===== src/rtl/melody_pkg.sv =====
// rtl/melody_pkg.sv - shared types, note codes, entry layout and default song for the melody sequencer
package melody_pkg;

   typedef enum logic [1:0] {
      ST_IDLE   = 2'd0,
      ST_FETCH  = 2'd1,
      ST_PLAY   = 2'd2,
      ST_FINISH = 2'd3
   } state_t;

   localparam logic [3:0] CODE_REST = 4'd0;
   localparam logic [3:0] NOTE_A    = 4'd1;
   localparam logic [3:0] NOTE_H    = 4'd2;
   localparam logic [3:0] NOTE_C    = 4'd3;
   localparam logic [3:0] NOTE_D    = 4'd4;
   localparam logic [3:0] NOTE_E    = 4'd5;
   localparam logic [3:0] NOTE_F    = 4'd6;
   localparam logic [3:0] NOTE_G    = 4'd7;
   localparam logic [3:0] NOTE_HA   = 4'd8;
   localparam logic [3:0] CODE_END  = 4'd15;

   // Entry layout: code in the upper nibble, duration in units in the lower one.
   localparam int CODE_MSB = 7;
   localparam int CODE_LSB = 4;
   localparam int DUR_MSB  = 3;
   localparam int DUR_LSB  = 0;

   // Song table is a packed vector, entry i at bits [8*i +: 8].
   localparam int SONG_MAX  = 256;
   localparam int SONG_BITS = SONG_MAX * 8;

   localparam logic [SONG_BITS-1:0] DEFAULT_SONG = {
      {((SONG_MAX - 32) * 8){1'b0}},
      8'hF0, 8'h04, 8'h72, 8'h82, 8'h04, 8'h18, 8'h22, 8'h22,
      8'h22, 8'h22, 8'h34, 8'h34, 8'h42, 8'h42, 8'h42, 8'h42,
      8'h58, 8'h62, 8'h62, 8'h62, 8'h62, 8'h58, 8'h62, 8'h62,
      8'h62, 8'h62, 8'h54, 8'h54, 8'h42, 8'h32, 8'h22, 8'h12
   };

   // Note codes 1..8 select one key line; every other code is silence.
   function automatic logic [7:0] code_to_onehot(input logic [3:0] code);
      logic [7:0] oh;
      oh = 8'h00;
      if (code >= NOTE_A && code <= NOTE_HA) begin
         oh = 8'h01 << (code - 4'd1);
      end
      return oh;
   endfunction

endpackage


===== src/rtl/melody_rom.sv =====
// rtl/melody_rom.sv - synchronous-read song ROM with one cycle of latency
module melody_rom
   import melody_pkg::*;
#(
   parameter int                    SONG_LEN = 32,
   parameter logic [SONG_BITS-1:0]  SONG     = DEFAULT_SONG
) (
   input  logic       clk,
   input  logic       reset,
   input  logic [7:0] addr_i,
   output logic [7:0] data_o
);

   logic [7:0] data_q;

   // Registered read; addresses past the song read as an end marker.
   always_ff @(posedge clk or negedge reset) begin
      if (!reset) begin
         data_q <= 8'h00;
      end else if (int'(addr_i) < SONG_LEN) begin
         data_q <= SONG[{addr_i, 3'b000} +: 8];
      end else begin
         data_q <= {CODE_END, 4'h0};
      end
   end

   assign data_o = data_q;

endmodule


===== src/rtl/melody_sequencer.sv =====
// rtl/melody_sequencer.sv - plays the ROM song on the one-hot tone generator key lines
module melody_sequencer
   import melody_pkg::*;
#(
   parameter int                    TICK_DIV = 62500,
   parameter int                    GAP_CYC  = 6250,
   parameter int                    SONG_LEN = 32,
   parameter logic [SONG_BITS-1:0]  SONG     = DEFAULT_SONG
) (
   input  logic       clk,
   input  logic       reset,
   input  logic       play,
   input  logic       stop,
   input  logic       loop_en,
   output logic [7:0] note_o,
   output logic       busy,
   output logic [7:0] step_o,
   output logic       done
);

   localparam int            TW        = (TICK_DIV > 1) ? $clog2(TICK_DIV) : 1;
   localparam logic [TW-1:0] TICK_LAST = TW'(TICK_DIV - 1);

   state_t        state_q, state_d;
   logic [7:0]    step_q, step_d;
   logic [TW-1:0] tick_q, tick_d;
   logic [3:0]    unit_q, unit_d;
   logic [3:0]    code_q, code_d;
   logic [3:0]    dur_q, dur_d;
   logic [7:0]    note_q, note_d;
   logic [7:0]    rom_data;
   logic          tick_wrap;
   logic          last_unit;
   logic          in_gap;

   // The ROM is addressed with the next step so its data matches step_o during FETCH.
   melody_rom #(
      .SONG_LEN (SONG_LEN),
      .SONG     (SONG)
   ) u_rom (
      .clk    (clk),
      .reset  (reset),
      .addr_i (step_d),
      .data_o (rom_data)
   );

   assign tick_wrap = (tick_q == TICK_LAST);
   assign last_unit = (unit_q == (dur_q - 4'd1));

   // Next-state, counters and the next registered note value.
   always_comb begin
      state_d = state_q;
      step_d  = step_q;
      tick_d  = tick_q;
      unit_d  = unit_q;
      code_d  = code_q;
      dur_d   = dur_q;
      note_d  = 8'h00;
      in_gap  = 1'b0;

      case (state_q)
         ST_IDLE: begin
            if (play) begin
               state_d = ST_FETCH;
               step_d  = 8'd0;
            end
         end
         ST_FETCH: begin
            code_d = rom_data[CODE_MSB:CODE_LSB];
            dur_d  = rom_data[DUR_MSB:DUR_LSB];
            if (code_d == CODE_END) begin
               state_d = ST_FINISH;
            end else begin
               state_d = ST_PLAY;
               tick_d  = '0;
               unit_d  = 4'd0;
            end
         end
         ST_PLAY: begin
            if (tick_wrap) begin
               tick_d = '0;
               unit_d = unit_q + 4'd1;
               if (last_unit) begin
                  if (step_q == 8'(SONG_LEN - 1)) begin
                     state_d = ST_FINISH;
                  end else begin
                     step_d  = step_q + 8'd1;
                     state_d = ST_FETCH;
                  end
               end
            end else begin
               tick_d = tick_q + 1'b1;
            end
         end
         ST_FINISH: begin
            step_d  = 8'd0;
            state_d = loop_en ? ST_FETCH : ST_IDLE;
         end
         default: state_d = ST_IDLE;
      endcase

      if (stop) begin
         state_d = ST_IDLE;
         step_d  = 8'd0;
      end

      // Silence the tail of the last unit so consecutive notes are articulated.
      if (state_d == ST_PLAY) begin
         in_gap = (unit_d == (dur_d - 4'd1)) && (int'(tick_d) >= TICK_DIV - GAP_CYC);
         note_d = in_gap ? 8'h00 : code_to_onehot(code_d);
      end
   end

   // State and counter registers; reset silences the key lines immediately.
   always_ff @(posedge clk or negedge reset) begin
      if (!reset) begin
         state_q <= ST_IDLE;
         step_q  <= 8'd0;
         tick_q  <= '0;
         unit_q  <= 4'd0;
         code_q  <= 4'd0;
         dur_q   <= 4'd0;
         note_q  <= 8'h00;
      end else begin
         state_q <= state_d;
         step_q  <= step_d;
         tick_q  <= tick_d;
         unit_q  <= unit_d;
         code_q  <= code_d;
         dur_q   <= dur_d;
         note_q  <= note_d;
      end
   end

   assign note_o = note_q;
   assign step_o = step_q;
   assign busy   = (state_q != ST_IDLE);
   assign done   = (state_q == ST_FINISH) && !loop_en && !stop;

endmodule

===== config.mk =====
export PLATFORM = sky130hd
export DESIGN_NAME = melody_sequencer
export DESIGN_NICKNAME = d
export VERILOG_FILES = /design/src/rtl/melody_pkg.sv /design/src/rtl/melody_rom.sv /design/src/rtl/melody_sequencer.sv
export SDC_FILE = /design/constraint.sdc
export NUM_CORES = 1
export LEC_CHECK = 0
export ABC_AREA = 0
export CORE_UTILIZATION = 25
export CTS_CLUSTER_SIZE = 30
export DETAILED_ROUTE_END_ITERATION = 10
export GPL_TIMING_DRIVEN = 0
export PLACE_DENSITY = 0.41
export SLEW_MARGIN = 40
export SYNTH_ARGS = -nofsm -noshare
export SYNTH_HDL_FRONTEND = slang
export SYNTH_SLANG_ARGS = --single-unit
export TNS_END_PERCENT = 100

===== constraint.sdc =====
create_clock -name clk -period 3.1 [get_ports clk]
set_clock_uncertainty 0.15 [all_clocks]
set_input_delay 0.31 -clock clk [delete_from_list [all_inputs] [get_ports clk]]
set_output_delay 0.31 -clock clk [all_outputs]
set_load 0.01 [all_outputs]

==> Word-level counts from Yosys, hierarchy flattened <==
Cells that the tools add are included.
{ "totals": {"ff_bits": 54, "wordCells": 63} }
{ "op_classes": {"n_mux": 26, "n_reduce_logical": 8, "addsub": 6, "n_lt_le_gt_ge": 4, "eq_ne": 9, "n_shift": 2} }
{ "ops": {"columns": ["op", "count"], "rows": [
  ["indexed part select 2048 x 12 -> 8 bit (first input constant)", 1],
  ["2-to-1 mux 8 bit", 9],
  ["2-to-1 mux 16 bit", 2],
  ["one-hot mux 16 bit (2 select lines)", 1],
  ["one-hot mux 8 bit (3 select lines)", 1],
  ["adder 16 x 1 -> 16 bit (second input constant)", 1],
  ["equality test 16 bit (second input constant)", 1],
  [">= comparator 16 bit (second input constant)", 1],
  ["2-to-1 mux 4 bit", 4],
  ["subtractor 4 x 1 -> 4 bit (second input constant)", 3],
  ["2-to-1 mux 2 bit", 5],
  ["adder 8 x 1 -> 8 bit (second input constant)", 1],
  ["equality test 4 bit", 2],
  ["equality test 8 x 5 -> 1 bit (second input constant)", 1],
  ["less-than comparator 8 x 6 -> 1 bit (second input constant)", 1],
  ["one-hot mux 2 bit (4 select lines)", 1],
  ["one-hot mux 4 bit (2 select lines)", 1],
  ["<< shifter 1 x 4 -> 8 bit (first input constant)", 1],
  ["equality test 2 bit (second input constant)", 3],
  ["adder 4 x 1 -> 4 bit (second input constant)", 1],
  ["equality test 4 bit (second input constant)", 1],
  [">= comparator 4 x 1 -> 1 bit (second input constant)", 1],
  ["less-or-equal comparator 4 bit (second input constant)", 1],
  ["logical AND 1 bit", 4],
  ["5 further kinds", 7]
]} }

==> Depth between registers and ports, before layout <==
{ "depth": {"depth_word": 8, "ltp_mapped": 13} }

==> Modules after synthesis <==
Synthesis repeated with hierarchy kept, for this count alone.
{ "unflattened": {"cells_unflattened": 375, "area_unflattened_um2": 3360.7} }
{ "by_module_without_submodules": {"columns": ["mod", "cells_each", "area_each_um2", "n_inst"], "rows": [
  ["melody_sequencer", 322, 2857.7, 1],
  ["melody_rom", 53, 503.0, 1]
]} }

==> Worst setup path after synthesis <==
OpenSTA, ideal clock, no wires.
{ "synth_path": {"kind": "register -> register", "startpoint": "reg dur_q[0]", "endpoint": "reg u_rom.data_q[4], in the netlist u_rom.data_o[4]", "setup_ps": 118, "synth_period_minus_slack_ps": 3071, "arrival_ps": 2803, "n_path_buf": 0, "stages_incl_launch_ff": 11, "setup_slack_ps": 29, "cell_sequence": "dfrtp_1 -> inv_1 -> ha_1 -> xor3_1 -> or3_4 -> or4_1 -> xnor2_1 -> nand4_1 -> o21ai_2 -> or3_4 -> a21o_1"} }
{ "synth_via": {"elab_chain_len": 8} }
{ "synth_lines": {"columns": ["element", "line", "text"], "rows": [
  ["start, declared", "melody_sequencer.sv:29", "logic [3:0] dur_q, dur_d;"],
  ["start signal, assigned", "melody_sequencer.sv:130", "dur_q <= dur_d;"],
  ["subtractor 4 x 1 -> 4 bit *", "melody_sequencer.sv:48", "assign last_unit = (unit_q == (dur_q - 4'd1));"],
  ["equality test 4 bit *", "melody_sequencer.sv:48", null],
  ["2-to-1 mux 8 bit *", "melody_sequencer.sv:83", "if (last_unit) begin"],
  ["2-to-1 mux 8 bit *", "melody_sequencer.sv:80", "if (tick_wrap) begin"],
  ["one-hot mux 8 bit (3 select lines) *", "melody_sequencer.sv:61", "case (state_q)"],
  ["2-to-1 mux 8 bit *", "melody_sequencer.sv:102", "if (stop) begin"],
  ["net step_d[7]", "melody_sequencer.sv:25", "logic [7:0] step_q, step_d;"],
  ["indexed part select 2048 x 12 -> 8 bit / less-than comparator 8 x 6 -> 1 bit (equally long branches)", "melody_rom.sv:21, melody_rom.sv:20", null],
  ["2-to-1 mux 8 bit *", "melody_rom.sv:20", "end else if (int'(addr_i) < SONG_LEN) begin"],
  ["end signal, assigned", "melody_rom.sv:21", "data_q <= SONG[{addr_i, 3'b000} +: 8];"],
  ["end signal, assigned", "melody_rom.sv:23", "data_q <= {CODE_END, 4'h0};"],
  ["end, declared", "melody_rom.sv:14", "logic [7:0] data_q;"]
]} }
The timed path passes the listed nets; every way through them passes the cells marked *.

==> Worst setup path after layout <==
{ "layout_path": {"startpoint": "reg dur_q[1]", "endpoint": "reg u_rom.data_q[4], in the netlist u_rom.data_o[4]"} }
The elaborated chain is that of the path after synthesis.

==> summary.txt <==
Route
  – Remaining number of nets flagged by the antenna check after routing: 0
  – Detailed Route WL: around 10 mm
  – Remaining design rule violation count: 0
  – Number of DRC violations after detailed-routing iteration 0: about 180
  – Vias: about 3300
  – DR vias/cell: between 5 and 6
  – Routed length per instance: ~17 um
  – Number of optimization iterations in the first detailed-route pass: 5

Layout
  – Finished Core Util: 0.325
  – Area growth from synthesis to layout: 27.1%
  – Diode insertion count for antenna repair: 0
  – Proportion of layout cells with a drive suffix above 1: 0.236
  – Layout fillers: roughly 1600
  – Post-layout nets: between 400 and 500

Global routing
  – Number of global-route vias before repair: 3257
  – Global route overflow: 0
  – Maximum number of pins on one net before global-route repair: 40
  – Number of antenna violations at the first check in global routing: 0
  – First-pass GRT wire length: 17.2 mm
  – Total track usage: 0.149

Synthesis
  – Number of unique standard cell types used by synthesis: 79
  – Share of flip-flops with an asynchronous set or reset after synthesis: 1.00
  – Post-Syn Instances: between 400 and 500
  – Cell type with the highest aggregate area in the netlist: sky130_fd_sc_hd__dfrtp_1
  – Number of warnings printed during yosys synthesis: 0
  – Post-synth EDFFs: 0
  – Number of nets in the synthesized netlist: roughly 420
  – Mean post-synth cell area: ~9 um^2
  – Post-synth design cell area: approximately 3700 um^2
  – Dominant cells by area after synthesis: sky130_fd_sc_hd__dfrtp_1 36%, sky130_fd_sc_hd__ha_1 4.4%, sky130_fd_sc_hd__nand2_1 4.2%
  – Fraction of synthesized cell area taken by the top area cell type: 0.357
  – Flops & latches, synth: 53
  – Most used flip-flop cell after synthesis: sky130_fd_sc_hd__dfrtp_1
  – Sequential-to-total area share from yosys stat: 0.357

Floorplanning
  – Effective utilization at floorplan: 0.256
  – Width of the die: approximately 120 um
  – Total die area: around 15000 um^2
  – Floorplan Core Area: around 15000 um^2
  – Top-level port count: 23
  – Number of cell rows: 44
  – Die extent in y: between 100 and 150 um

Pwr
  – Worst supply voltage drop on vdd: 253 uV
  – Total chip power: ~2.3 mW
  – Power density cells: about 480 nW/um^2
  – Leakage dissipation: about 1.9 nW

CTS
  – TritonCTS clock tree: yes
  – Later-pin clock latency in the skew report: 310 ps
  – CTS Root Buffer Type: sky130_fd_sc_hd__clkbuf_16
  – Clock Path Buffers: 2
  – Clk slew on worst S/H paths: approximately 80 ps
  – H-Tree Depth: 2
  – Clock sink count: between 50 and 60
  – Num CTS Buffers: 5

Placed design
  – Sum of net half-perimeters after detailed placement: roughly 7.6 mm
  – Number of I/O port buffers: 22
  – Final weighted congestion in routability-driven placement: 0.805

STA
  – Final critical-path required period: 2990 ps
  – Total setup violations reported at the end of the flow: 0
  – Final slew viol count: 0
  – Period Utilization, post-route: 0.966
  – Final-report hold violation count: 0
  – Maximum clock frequency: 0.334 GHz
  – Max-slew headroom at the worst pin: 0.578
  – Slew at the pin closest to its max-slew limit: 628 ps
  – Unrepaired setup endpoints after global routing: yes

Worst setup path
  – Setup crit start: dur_q[1]
  – Kind of end point of the critical path: flip-flop
  – Category of the critical setup timing path: flip-flop to flip-flop
  – Data arrival time of the critical path: between 3000 and 4000 ps
  – RR Startpoint: dur_q[1]
  – Required time at the endpoint of the critical path: ~3200 ps
  – Flop-to-flop setup slack: about 110 ps
  – Maximum fanout encountered on the critical timing path: 4
  – Worst setup SP type: flip-flop

Run status
  – Outcome: finished clean

Min path
  – Tightest Hold Check Type: input port to async pin

Run
  – Max-cap viol count: 0
## flip-flops by register name, summed over array words and instances, names as in the netlist
signal        flops
note_o            8
step_o            8
dur_q             4
state_q           2
code_q            4
tick_q           16
u_rom.data_o      7
unit_q            4
## kinds of logic after synthesis
kind of cell    Yosys count  share of synthesized area
mux                      12                     0.0336
buf+inv                  46                     0.0666
fa+ha+maj                13                     0.0437
simple gates            148                      0.242
xor+xnor                 17                     0.0441
compound gates          112                      0.214
flops                    53                      0.357
## cells in the mapped netlist, drive strengths merged (4+ instances only)
cell,n
mux2,4
xnor2,11
mux2i,8
o21a,4
o21ai,32
nand3,20
nor2,18
nand2,42
and3,9
buf,16
inv,26
nor4,5
nand4,9
ha,13
a41oi,5
xor2,5
nor3,14
a21oi,21
clkbuf,4
dfrtp,53
a21o,5
a31oi,9
and4,8
## stage by stage
stage | worst slack [ps] | setup TNS (ps) | cells | hold slack (ps) | instance area [um^2]
4_1_cts | 8.10 | 0 | 625 | 259 | 4520
3_3_place_gp | -431 | -23160 | 607 | 347 | 4170
5_1_grt | -16.8 | -29.0 | 633 | 283 | 4730
3_5_place_dp | -421 | -3730 | 608 | 46.8 | 4190
2_1_floorplan | 28.6 | 0 | 401 | -136 | 3720
6_report | 106 | 0 | 633 | 257 | 4730
## worst paths after layout
path,to,cells after the start
min,tick_q[5],2
min in group clk,dur_q[3],1
max,u_rom.data_o[4],10
max in group asynchronous,tick_q[12],3
max reg2reg,u_rom.data_o[4],10
min reg2reg,dur_q[3],1
## timing repair
| item | 4_1_cts | 5_1_grt |
|---|---|---|
| hold endpoints to repair | 14 | 0 |
| pin swaps | 6 | 12 |
| resized for setup | 20 | 34 |
| endpoints found under the setup margin | 15 | 15 |
| hold buffers | 1 | 0 |
| setup buffers | 8 | 9 |
## placed cells by master, fill, tap and decap left out, drive strengths merged, types with 13 or more instances in the layout
cell type	instances
inv	27
nor3	14
nor2	18
ha	13
buf	34
nand2	42
nand3	20
clkdlybuf4s50	21
o21ai	32
dfrtp	53
a21oi	21
## metal layers
metal	up-vias	share of wire	global-route usage
met5	-	0	0
met4	0	0.016	0.0476
met3	10	0.024	0.0321
met2	52	0.49	0.252
met1	1620	0.47	0.187
li1	1578	-	-
## layout make-up
class	count	area [um^2]	area share
Clock inverter	3	47.5	0.0101
Buffer	19	161	0.0341
Timing Repair Buffer	41	383	0.0810
Multi-Input combinational cell	302	2350	0.497
Clock buffer	5	125	0.0265
Inverter	26	101	0.0214
Tap cell	184	230	0.0487
Sequential cell	53	1330	0.281
## worst max-delay path, cell delays in order (launching register included)
cell and delay, ps:
sky130_fd_sc_hd__dfrtp_1 420, sky130_fd_sc_hd__inv_2 80, sky130_fd_sc_hd__ha_4 120, sky130_fd_sc_hd__xor3_2 290
sky130_fd_sc_hd__or3_4 420, sky130_fd_sc_hd__or4_4 440, sky130_fd_sc_hd__xnor2_2 140, sky130_fd_sc_hd__nand4_1 100
sky130_fd_sc_hd__o21ai_2 90, sky130_fd_sc_hd__or3_4 450, sky130_fd_sc_hd__a21o_1 180
## report_power, final
part | switching [mW] | internal [mW]
Sequential | 0.0276 | 0.720
Combinational | 0.535 | 0.311
Clock | 0.293 | 0.388
Note: power is estimated with default switching activity, not from simulation.
